**src/rtl/home_inventory_wb_regs.sv**
```systemverilog
// Wishbone slave register block for the home-inventory chip: ID/version, control, ADC config/snapshot, calibration.
// Build option HOME_INVENTORY_SNAP_CNT_EN maps the snapshot counter read-only at 0x208.
module home_inventory_wb_regs (
  input  logic        wb_clk_i,
  input  logic        wb_rst_i,
  input  logic        wbs_stb_i,
  input  logic        wbs_cyc_i,
  input  logic        wbs_we_i,
  input  logic [3:0]  wbs_sel_i,
  input  logic [31:0] wbs_dat_i,
  input  logic [31:0] wbs_adr_i,
  output logic        wbs_ack_o,
  output logic [31:0] wbs_dat_o,
  input  logic [7:0]  core_status,
  output logic        ctrl_enable,
  output logic        ctrl_start,
  output logic [2:0]  irq_en
);

  localparam logic [31:0] ID_VAL    = 32'h4849_4348;
  localparam logic [31:0] VER_VAL   = 32'h0000_0001;
  localparam logic [31:0] SCALE_RST = 32'h0001_0000;

  // Word indices (byte address >> 2)
  localparam logic [9:0] A_ID     = 10'h000;
  localparam logic [9:0] A_VER    = 10'h001;
  localparam logic [9:0] A_CTRL   = 10'h040;
  localparam logic [9:0] A_IRQ    = 10'h041;
  localparam logic [9:0] A_STATUS = 10'h042;
  localparam logic [9:0] A_CFG    = 10'h080;
  localparam logic [9:0] A_CMD    = 10'h081;
  localparam logic [9:0] A_SNAP   = 10'h082;
  localparam logic [7:0] G_RAW    = 8'h21;
  localparam logic [7:0] G_TARE   = 8'h30;
  localparam logic [7:0] G_SCALE  = 8'h32;

  logic        r_ack;
  logic [31:0] r_rdata;
  logic        r_ctrl_en;
  logic        r_start;
  logic [2:0]  r_irq_en;
  logic [3:0]  r_num_ch;
  logic [11:0] r_snap_cnt;
  logic [15:0] r_raw   [4];
  logic [31:0] r_tare  [4];
  logic [31:0] r_scale [4];

  logic        w_req;
  logic        w_wr;
  logic [9:0]  w_idx;
  logic [1:0]  w_ch;
  logic [11:0] w_snap_next;
  logic [31:0] w_rdata;
  logic        w_unused_addr;

  assign w_req         = wbs_stb_i & wbs_cyc_i & ~r_ack;
  assign w_wr          = w_req & wbs_we_i;
  assign w_idx         = wbs_adr_i[11:2];
  assign w_ch          = wbs_adr_i[3:2];
  assign w_snap_next   = r_snap_cnt + 12'd1;
  assign w_unused_addr = ^{wbs_adr_i[31:12], wbs_adr_i[1:0]};

  function automatic logic [31:0] f_merge(input logic [31:0] old_v, input logic [31:0] new_v,
                                          input logic [3:0] sel);
    logic [31:0] res;
    for (int b = 0; b < 4; b++) begin
      res[8*b +: 8] = sel[b] ? new_v[8*b +: 8] : old_v[8*b +: 8];
    end
    return res;
  endfunction

  // Read-data mux; anything not decoded reads zero
  always_comb begin
    w_rdata = 32'h0000_0000;
    case (w_idx)
      A_ID:     w_rdata = ID_VAL;
      A_VER:    w_rdata = VER_VAL;
      A_CTRL:   w_rdata = {31'h0, r_ctrl_en};
      A_IRQ:    w_rdata = {29'h0, r_irq_en};
      A_STATUS: w_rdata = {24'h0, core_status};
      A_CFG:    w_rdata = {28'h0, r_num_ch};
`ifdef HOME_INVENTORY_SNAP_CNT_EN
      A_SNAP:   w_rdata = {20'h0, r_snap_cnt};
`endif
      default: begin
        if (w_idx[9:2] == G_RAW) begin
          w_rdata = {16'h0, r_raw[w_ch]};
        end else if (w_idx[9:2] == G_TARE) begin
          w_rdata = r_tare[w_ch];
        end else if (w_idx[9:2] == G_SCALE) begin
          w_rdata = r_scale[w_ch];
        end else begin
          w_rdata = 32'h0000_0000;
        end
      end
    endcase
  end

  // Bus handshake, register writes and snapshot update
  always_ff @(posedge wb_clk_i) begin
    if (wb_rst_i) begin
      r_ack      <= 1'b0;
      r_rdata    <= 32'h0000_0000;
      r_ctrl_en  <= 1'b0;
      r_start    <= 1'b0;
      r_irq_en   <= 3'b000;
      r_num_ch   <= 4'h0;
      r_snap_cnt <= 12'h000;
      for (int k = 0; k < 4; k++) begin
        r_raw[k]   <= 16'h0000;
        r_tare[k]  <= 32'h0000_0000;
        r_scale[k] <= SCALE_RST;
      end
    end else begin
      r_ack   <= w_req;
      r_start <= 1'b0;
      if (w_req) r_rdata <= w_rdata;
      if (w_wr) begin
        case (w_idx)
          A_CTRL: begin
            if (wbs_sel_i[0]) begin
              r_ctrl_en <= wbs_dat_i[0];
              r_start   <= wbs_dat_i[1];
            end
          end
          A_IRQ: if (wbs_sel_i[0]) r_irq_en <= wbs_dat_i[2:0];
          A_CFG: if (wbs_sel_i[0]) r_num_ch <= wbs_dat_i[3:0];
          A_CMD: begin
            if (wbs_sel_i[0] && wbs_dat_i[0]) begin
              r_snap_cnt <= w_snap_next;
              for (int k = 0; k < 4; k++) r_raw[k] <= {4'(k + 1), w_snap_next};
            end
          end
          default: begin
            if (w_idx[9:2] == G_TARE) begin
              r_tare[w_ch] <= f_merge(r_tare[w_ch], wbs_dat_i, wbs_sel_i);
            end else if (w_idx[9:2] == G_SCALE) begin
              r_scale[w_ch] <= f_merge(r_scale[w_ch], wbs_dat_i, wbs_sel_i);
            end
          end
        endcase
      end
    end
  end

  assign wbs_ack_o   = r_ack;
  assign wbs_dat_o   = r_rdata;
  assign ctrl_enable = r_ctrl_en;
  assign ctrl_start  = r_start;
  assign irq_en      = r_irq_en;

endmodule

```
**config.mk**
```make
export PLATFORM = sky130hd
export DESIGN_NAME = home_inventory_wb_regs
export DESIGN_NICKNAME = d
export VERILOG_FILES = /design/src/rtl/home_inventory_wb_regs.sv
export SDC_FILE = /design/constraint.sdc
export NUM_CORES = 1
export LEC_CHECK = 0
export CAP_MARGIN = 20
export CORE_AREA = 5 5 165 167
export DETAILED_ROUTE_END_ITERATION = 16
export DIE_AREA = 0 0 170 172
export PLACE_DENSITY_LB_ADDON = 0.2
export REMOVE_ABC_BUFFERS = 1
export SLEW_MARGIN = 20
export SYNTH_ARGS = -nofsm -noshare
export SYNTH_HDL_FRONTEND = slang
export SYNTH_SLANG_ARGS = --single-unit
```
**constraint.sdc**
```tcl
create_clock -name wb_clk_i -period 4.23 [get_ports wb_clk_i]
set_input_delay 0.6345 -clock wb_clk_i [delete_from_list [all_inputs] [get_ports wb_clk_i]]
set_output_delay 0.6345 -clock wb_clk_i [all_outputs]
set_load 0.05 [all_outputs]
```
# [Word level (Yosys, flattened, before mapping)]
# Memory sizes are Yosys's and may differ from the RTL's.
# Index checks and enable logic that the tools add are counted.
# W data, S select, Z words.
[classes] mux=40 n_reduce_logical=10 n_eq_ne=9 n_bitwise=11 add_sub_neg=1
[op_table] operator="$pmux W32 S6" n=1
[op_table] operator="$mux W32" n=5
[op_table] operator="$mux W8" n=8
[op_table] operator="$reduce_or A32 Y1" n=2
[op_table] operator="$mux W15" n=4
[op_table] operator="$eq A10 B7 Y1 const B" n=3
[op_table] operator="$eq A8 B6 Y1 const B" n=3
[op_table] operator="$eq A10 B8 Y1 const B" n=2
[op_table] operator="$mux W1" n=20
[op_table] operator="$add A12 B1 Y12 const B" n=1
[op_table] operator="$reduce_and A3 Y1" n=4
[op_table] operator="$eq A10 B1 Y1 const B" n=1
[op_table] operator="$logic_not A10 Y1" n=1
[op_table] operator="$reduce_or A4 Y1" n=2
[op_table] operator="$mux W2" n=2
[op_table] operator="$not A1 Y1" n=4
[op_table] operator="$or A1 B1 Y1" n=4
[op_table] operator="$and A1 B1 Y1" n=3
[op_table] operator="$logic_and A1 B1 Y1" n=1
[word_totals] ram_bits=316 output_inout_bits=38 n_memories=3 regBits=54 inputBits=81 word_cells=81
[mem_list] name="r_scale" depth=4 word_bits=32 read_ports=1 rd_clocked_by_memory_dff=0 wr=4 line_no="46" rtl="logic [31:0] r_scale [4];"
[mem_list] name="r_tare" depth=4 word_bits=32 read_ports=1 rd_clocked_by_memory_dff=0 wr=4 line_no="45" rtl="logic [31:0] r_tare [4];"
[mem_list] name="r_raw" depth=4 word_bits=15 read_ports=1 rd_clocked_by_memory_dff=0 wr=4 line_no="44" rtl="logic [15:0] r_raw [4];"

# [Depth between registers and ports, before layout]
# Gate-level depths: netlist of the first run.
[depth] depth_word=9 mapped_depth=9 mapped_depth_nobuf=6

# [Worst setup path before layout of the first run]
# No wires, ideal clock.
[synth_path] path_type="in2reg" startpoint="input wbs_adr_i[11]" endpoint="memory r_scale[1][0], enable pin" path_slack_ns=1.135 arrival_ns=2.701 stages=6 required_time_ns=3.836 n_path_buf=2 setup_ns=0.394 cell_sequence="or4_4 buf_6 nor4b_2 buf_2 nand3_1 nand2b_1"
[synth_lines] element="start, declared" line_no="11" rtl="input logic [31:0] wbs_adr_i,"
[synth_lines] element="end, declared" line_no="46"

==> results of run 1 <==
metrics by stage:
| step | total power (W) | util | setup slack, ns |
|---|---|---|---|
| final | 0.00743 | 0.690 | 1.12 |
| after global routing | 0.00765 | 0.690 | 1.03 |
| after CTS | 0.00745 | 0.689 | 1.18 |
| after detailed placement | 0.00435 | 0.644 | 0.671 |
| after global placement | 0.00434 | 0.644 | 0.725 |
| after floorplan | 0.00406 | - | -1.60 |
state kept, by name (all words and copies together), names as in the netlist:
register	count
ctrl_enable	1
r_snap_cnt	12
wbs_ack_o	1
wbs_dat_o	32
r_num_ch	4
ctrl_start	1
r_raw	26
r_scale	128
r_tare	128
irq_en	3
area by class of cell:
| cell class | count | area share |
|---|---|---|
| Clock inverter | 18 | 0.0108 |
| Timing Repair Buffer | 144 | 0.0770 |
| Inverter | 29 | 0.00616 |
| Multi-Input combinational cell | 717 | 0.287 |
| Tap cell | 335 | 0.0237 |
| Sequential cell | 336 | 0.540 |
| Clock buffer | 46 | 0.0554 |
layer usage:
| layer | up-vias | global-route usage | wire length (um) |
|---|---|---|---|
| met5 | - | 0 | 0 |
| met2 | 543 | 0.467 | 19700 |
| met3 | 100 | 0.0494 | 3420 |
| met1 | 5100 | 0.369 | 15500 |
| met4 | 0 | 0.102 | 1460 |
| li1 | 4479 | - | - |
worst max-delay path, delay by kind of cell:
family	cells	cell delay (ns)
buffers and inverters	3	1.20
and+or+nand+nor	4	1.63
layout by cell type (no fill, tap or decap), types with 28 or more instances in the layout:
master / Yosys / routed
dfxtp_1: 55 / 55
inv_1: 28 / 28
nand2_1: 69 / 69
edfxtp_1: 281 / 281
mux2i_1: 51 / 51
buf_4: 3 / 45
mux4_2: 64 / 64
nand3_1: 46 / 46
nor2_1: 288 / 286
clkbuf_16: 0 / 37
clkdlybuf4s50_1: 0 / 93
path summary, 6_finish.rpt:
check | end | slack, ns | cells past startpoint | startpoint
worst min register to register | wbs_dat_o[31] | 0.45 | 2 | wbs_dat_o[31]
worst max-delay path | r_scale[0][24] | 1.12 | 7 | wbs_adr_i[11]
worst max register to register | r_tare[0][26] | 1.80 | 6 | wbs_ack_o
worst min-delay path | wbs_dat_o[31] | 0.45 | 2 | wbs_dat_o[31]
logic make-up after synthesis:
group	Yosys count	share of synthesized area
xor gates and xnor gates	11	0.00641
and+or+nand+nor	456	0.131
DFF	336	0.635
AOI/OAI and AO/OA	115	0.0540
muxes	134	0.144
buffers and inverters	104	0.0290
adders and majority gates	1	0.000832
power by group:
part           internal [W]  total [W]  switching [W]
Clock               0.00188    0.00314        0.00126
Sequential          0.00367    0.00371      0.0000343
Combinational      0.000225   0.000580       0.000355
==> results.json, run 1 <==
{
  "async_flop_share": 0,
  "ys_types": 60,
  "first_iter_violations": 1157,
  "grt_antenna_before_repair": 0,
  "timing.hold.ws_ns": 0.448,
  "syn_avg_cell_area_um2": 13.0,
  "relSlewSlack": 0.258,
  "hp-class": "reg -> reg",
  "cp_max_fo": 23,
  "wl_per_cell_um": 24.7,
  "status": "finished clean",
  "numCtsBuffers": 36,
  "dieArea_um2": 29200,
  "rsz0062_at_grt": "false",
  "n_fill_cell": 1804,
  "synth-edff-count": 281,
  "overflow": 0,
  "grt_pass1_wl_um": 61000,
  "multiInputGateArea_um2": 5070,
  "core_area_um2": 25600,
  "synth_seq_cells": 336,
  "syn_inst": 1157,
  "fmax_ghz": 0.321,
  "critPathSlowestCell": "or4_4",
  "ant_nets": 0,
  "cp_common_cell": "buf_4",
  "fin_area_um2": 17700,
  "nets": 1346,
  "first_global_vias": 10428,
  "fin_crit_ns": 3.11,
  "antenna_cells": 0,
  "maxCapViolCount": 0,
  "die_width_um": 170,
  "ff_latch_area_um2": 9540,
  "cts-root-buf": "clkbuf_16",
  "drt_first_pass_iters": 5,
  "max_slew.worst_pin.slew_ns": 1.11,
  "io_pins": 119,
  "die_y_um": 172,
  "critPathLaunchType": "input port",
  "initial_core_util": 0.587,
  "arrival_ns": 3.47,
  "p_per_area_nw_per_um2": 421,
  "hold_viol_final": 0,
  "synth_ff_type": "edfxtp_1",
  "syn_area_um2": 15000,
  "syn_to_final_growth_pct": 17.5,
  "leakagePower_nw": 6.39,
  "netlist_top_cells_count": "nor2_1, edfxtp_1, nand2_1",
  "synthMostInstantiatedCell": "nor2_1",
  "yosysSeqAreaShare": 0.635,
  "num_rows": 59,
  "finClkSkew_ns": 0.0109,
  "yosysTopAreaCellShare": 0.561,
  "critPathMaxStageDelay_ns": 0.65,
  "ir_worst_vdd_v": 0.000352,
  "placed_cell_area_um2": 16500,
  "drive_above_1_share": 0.161,
  "synth_area_leader_cell": "edfxtp_1",
  "cts_resized": 0,
  "crit_chain": "clkdlybuf4s50_1 > or4_4 > nor4b_4 > buf_4 > buf_4 > nand3_1 > nor2_1",
  "fin_crit_sh": 0.736,
  "path_class": "in -> reg",
  "clkLatencyLatePin_ns": 0.51,
  "dp.final_hpwl_um": 26200,
  "ys_top_cells_by_area": "edfxtp_1, mux4_2, dfxtp_1",
  "place_inst": 1560,
  "drcViolationCount": 0,
  "required_ns": 4.59,
  "final_cells": 1625,
  "io_buffers": 96,
  "drv_slew": 0,
  "vias": 10222,
  "vias_per_cell": 6.29,
  "worstSetupEndpointType": "register",
  "finalWirelength_um": 40100,
  "setup_viol": 0,
  "grt_max_degree": 46,
  "gp_congestion": 0.845,
  "cts_max_level": 2,
  "cts_tree": "yes",
  "cts_hold_buf": 0,
  "cts_sinks": 336,
  "synth_warnings": 0,
  "path_clk_slew_ns": 0.06,
  "timing.setup.tns_ns": 0,
  "cts_setup_buffers": 0,
  "grt.total_usage": 0.278,
  "clk_path_buf_depth": 3
}
Power figures use the tool's default switching activity.
==> inputs of run 2 (changes only) <==
- CORE_AREA: 5 5 165 167 -> 5 5 167 169
- DIE_AREA: 0 0 170 172 -> 0 0 172 174
- clock period: 4.23 -> 2.9 ns (I/O delays scaled with it)
==> results.json, run 2 (synthesis gave the netlist of run 1 again) <==
{
  "critPathMaxStageDelay_ns": 0.64,
  "gp_congestion": 0.888,
  "n_fill_cell": 1881,
  "finalWirelength_um": 40400,
  "critPathLaunchType": "input port",
  "io_pins": 119,
  "layout_common_cells": "nor2_1, edfxtp_1, clkdlybuf4s50_1",
  "nets": 1386,
  "r2r_start": "wbs_ack_o",
  "reg2reg_slack_ns": 0.85,
  "cts_tree": "yes",
  "path_clk_slew_ns": 0.06,
  "max_slew.worst_pin.slew_ns": 1.11,
  "cp-endpoint": "wbs_dat_o[14]",
  "hp-class": "in -> reg",
  "drive_above_1_share": 0.179,
  "io_buffers": 96,
  "cts_sinks": 336,
  "cts_setup_buffers": 0,
  "fmax_ghz": 0.407,
  "reg2reg_to": "r_tare[2][7]",
  "vias": 10233,
  "ir_worst_vdd_v": 0.000433,
  "grt_max_degree": 35,
  "ant_nets": 0,
  "initial_core_util": 0.569,
  "die_width_um": 172,
  "crit_chain": "clkdlybuf4s50_1 > or4_4 > nor4b_4 > buf_4 > buf_12 > a221o_1 > nand3_1 > a211oi_1",
  "first_global_vias": 10275,
  "drt_first_pass_iters": 5,
  "cp_max_fo": 34,
  "timing.setup.tns_ns": 0,
  "place_inst": 1608,
  "grt_pass1_wl_um": 60300,
  "dp.final_hpwl_um": 27600,
  "clk_path_buf_depth": 3,
  "cts_hold_buf": 0,
  "arrival_ns": 2.87,
  "setup_slack_ns": 0.445,
  "num_rows": 60,
  "hold_viol_final": 0,
  "clkLatencyLatePin_ns": 0.52,
  "required_ns": 3.32,
  "core_area_um2": 26400,
  "wl_per_cell_um": 24.2,
  "die_y_um": 174,
  "maxCapViolCount": 0,
  "antenna_cells": 0,
  "critPathSlowestCell": "or4_4",
  "vias_per_cell": 6.12,
  "final_common_cell": "nor2_1",
  "fin_crit_ns": 2.45,
  "p_per_area_nw_per_um2": 580,
  "rr_worst_depth": 7,
  "first_iter_violations": 1082,
  "rsz0062_at_grt": "false",
  "status": "finished clean",
  "drcViolationCount": 0,
  "final_cells": 1671,
  "relSlewSlack": 0.258,
  "finClkSkew_ns": 0.0237,
  "dieArea_um2": 29900,
  "grt_antenna_before_repair": 0,
  "cts_max_level": 2,
  "fin_crit_sh": 0.846,
  "post-route-util": 0.680,
  "startpoint": "wbs_adr_i[11]",
  "numCtsBuffers": 35,
  "post-place-ws_ns": -0.0516,
  "overflow": 0,
  "cts-root-buf": "clkbuf_16",
  "path_class": "in -> reg",
  "setup_viol": 0,
  "syn_to_final_growth_pct": 19.5,
  "worstSetupEndpointType": "register",
  "drv_slew": 0,
  "grt.total_usage": 0.268,
  "fin_total_pwr_w": 0.0104,
  "cts_resized": 0,
  "leakagePower_nw": 6.56
}
[run 2: cell types whose count changed in the layout (fill, tap and decap cells not counted)]
cell	previous run	this run
clkbuf_4	1	0
buf_4	45	77
inv_6	0	3
bufinv_16	4	0
clkinv_2	8	2
clkbuf_1	7	14
buf_12	4	14
clkinv_1	4	7
clkbuf_16	37	36
clkinvlp_4	2	0
clkbuf_8	2	1
[run 2: area by class of cell]
class / instances / area (um2) / area share
Sequential cell: 336 / 9540 / 0.531
Multi-Input combinational cell: 717 / 5070 / 0.282
Timing Repair Buffer: 185 / 1790 / 0.0998
Clock buffer: 51 / 967 / 0.0538
Tap cell: 341 / 427 / 0.0237
Inverter: 29 / 109 / 0.00606
Clock inverter: 12 / 62.6 / 0.00348
[run 2: worst min path at each step]
| stage | slack [ns] | cells past startpoint | to | from |
|---|---|---|---|---|
| after floorplan | 0.44 | 2 | r_num_ch[3] | r_num_ch[3] |
| after global placement | 0.44 | 2 | wbs_dat_o[26] | wbs_dat_o[26] |
| after detailed placement | 0.44 | 2 | wbs_dat_o[26] | wbs_dat_o[26] |
| after CTS | 0.26 | 2 | r_snap_cnt[10] | wb_rst_i |
| after global routing | 0.28 | 2 | r_snap_cnt[10] | wb_rst_i |
| final | 0.29 | 2 | r_snap_cnt[10] | wb_rst_i |
[run 2: critical path, delay by kind of cell]
family | cells | cell delay, ns
AND/OR/NAND/NOR | 3 | 1.15
AO/OA/AOI/OAI | 2 | 0.45
buffers and inverters | 3 | 0.81
[run 2: report_power, final]
part	internal [W]	switching, W
combinational	0.000366	0.000536
clock	0.00232	0.00180
sequential	0.00536	0.0000460
total	0.00805	0.00238
[run 2: through the flow]
step | hold WS [ns] | instance area [um2]
final | 0.293 | 18000
after global routing | 0.278 | 18000
after CTS | 0.259 | 18000
after detailed placement | 0.445 | 16900
after global placement | 0.438 | 16900
after floorplan | 0.438 | 14700
[run 2: layer usage]
metal / global-route usage / part of all wire
met1: 0.348 / 0.38
met5: 0 / 0
met2: 0.454 / 0.51
met4: 0.106 / 0.040
met3: 0.0414 / 0.073
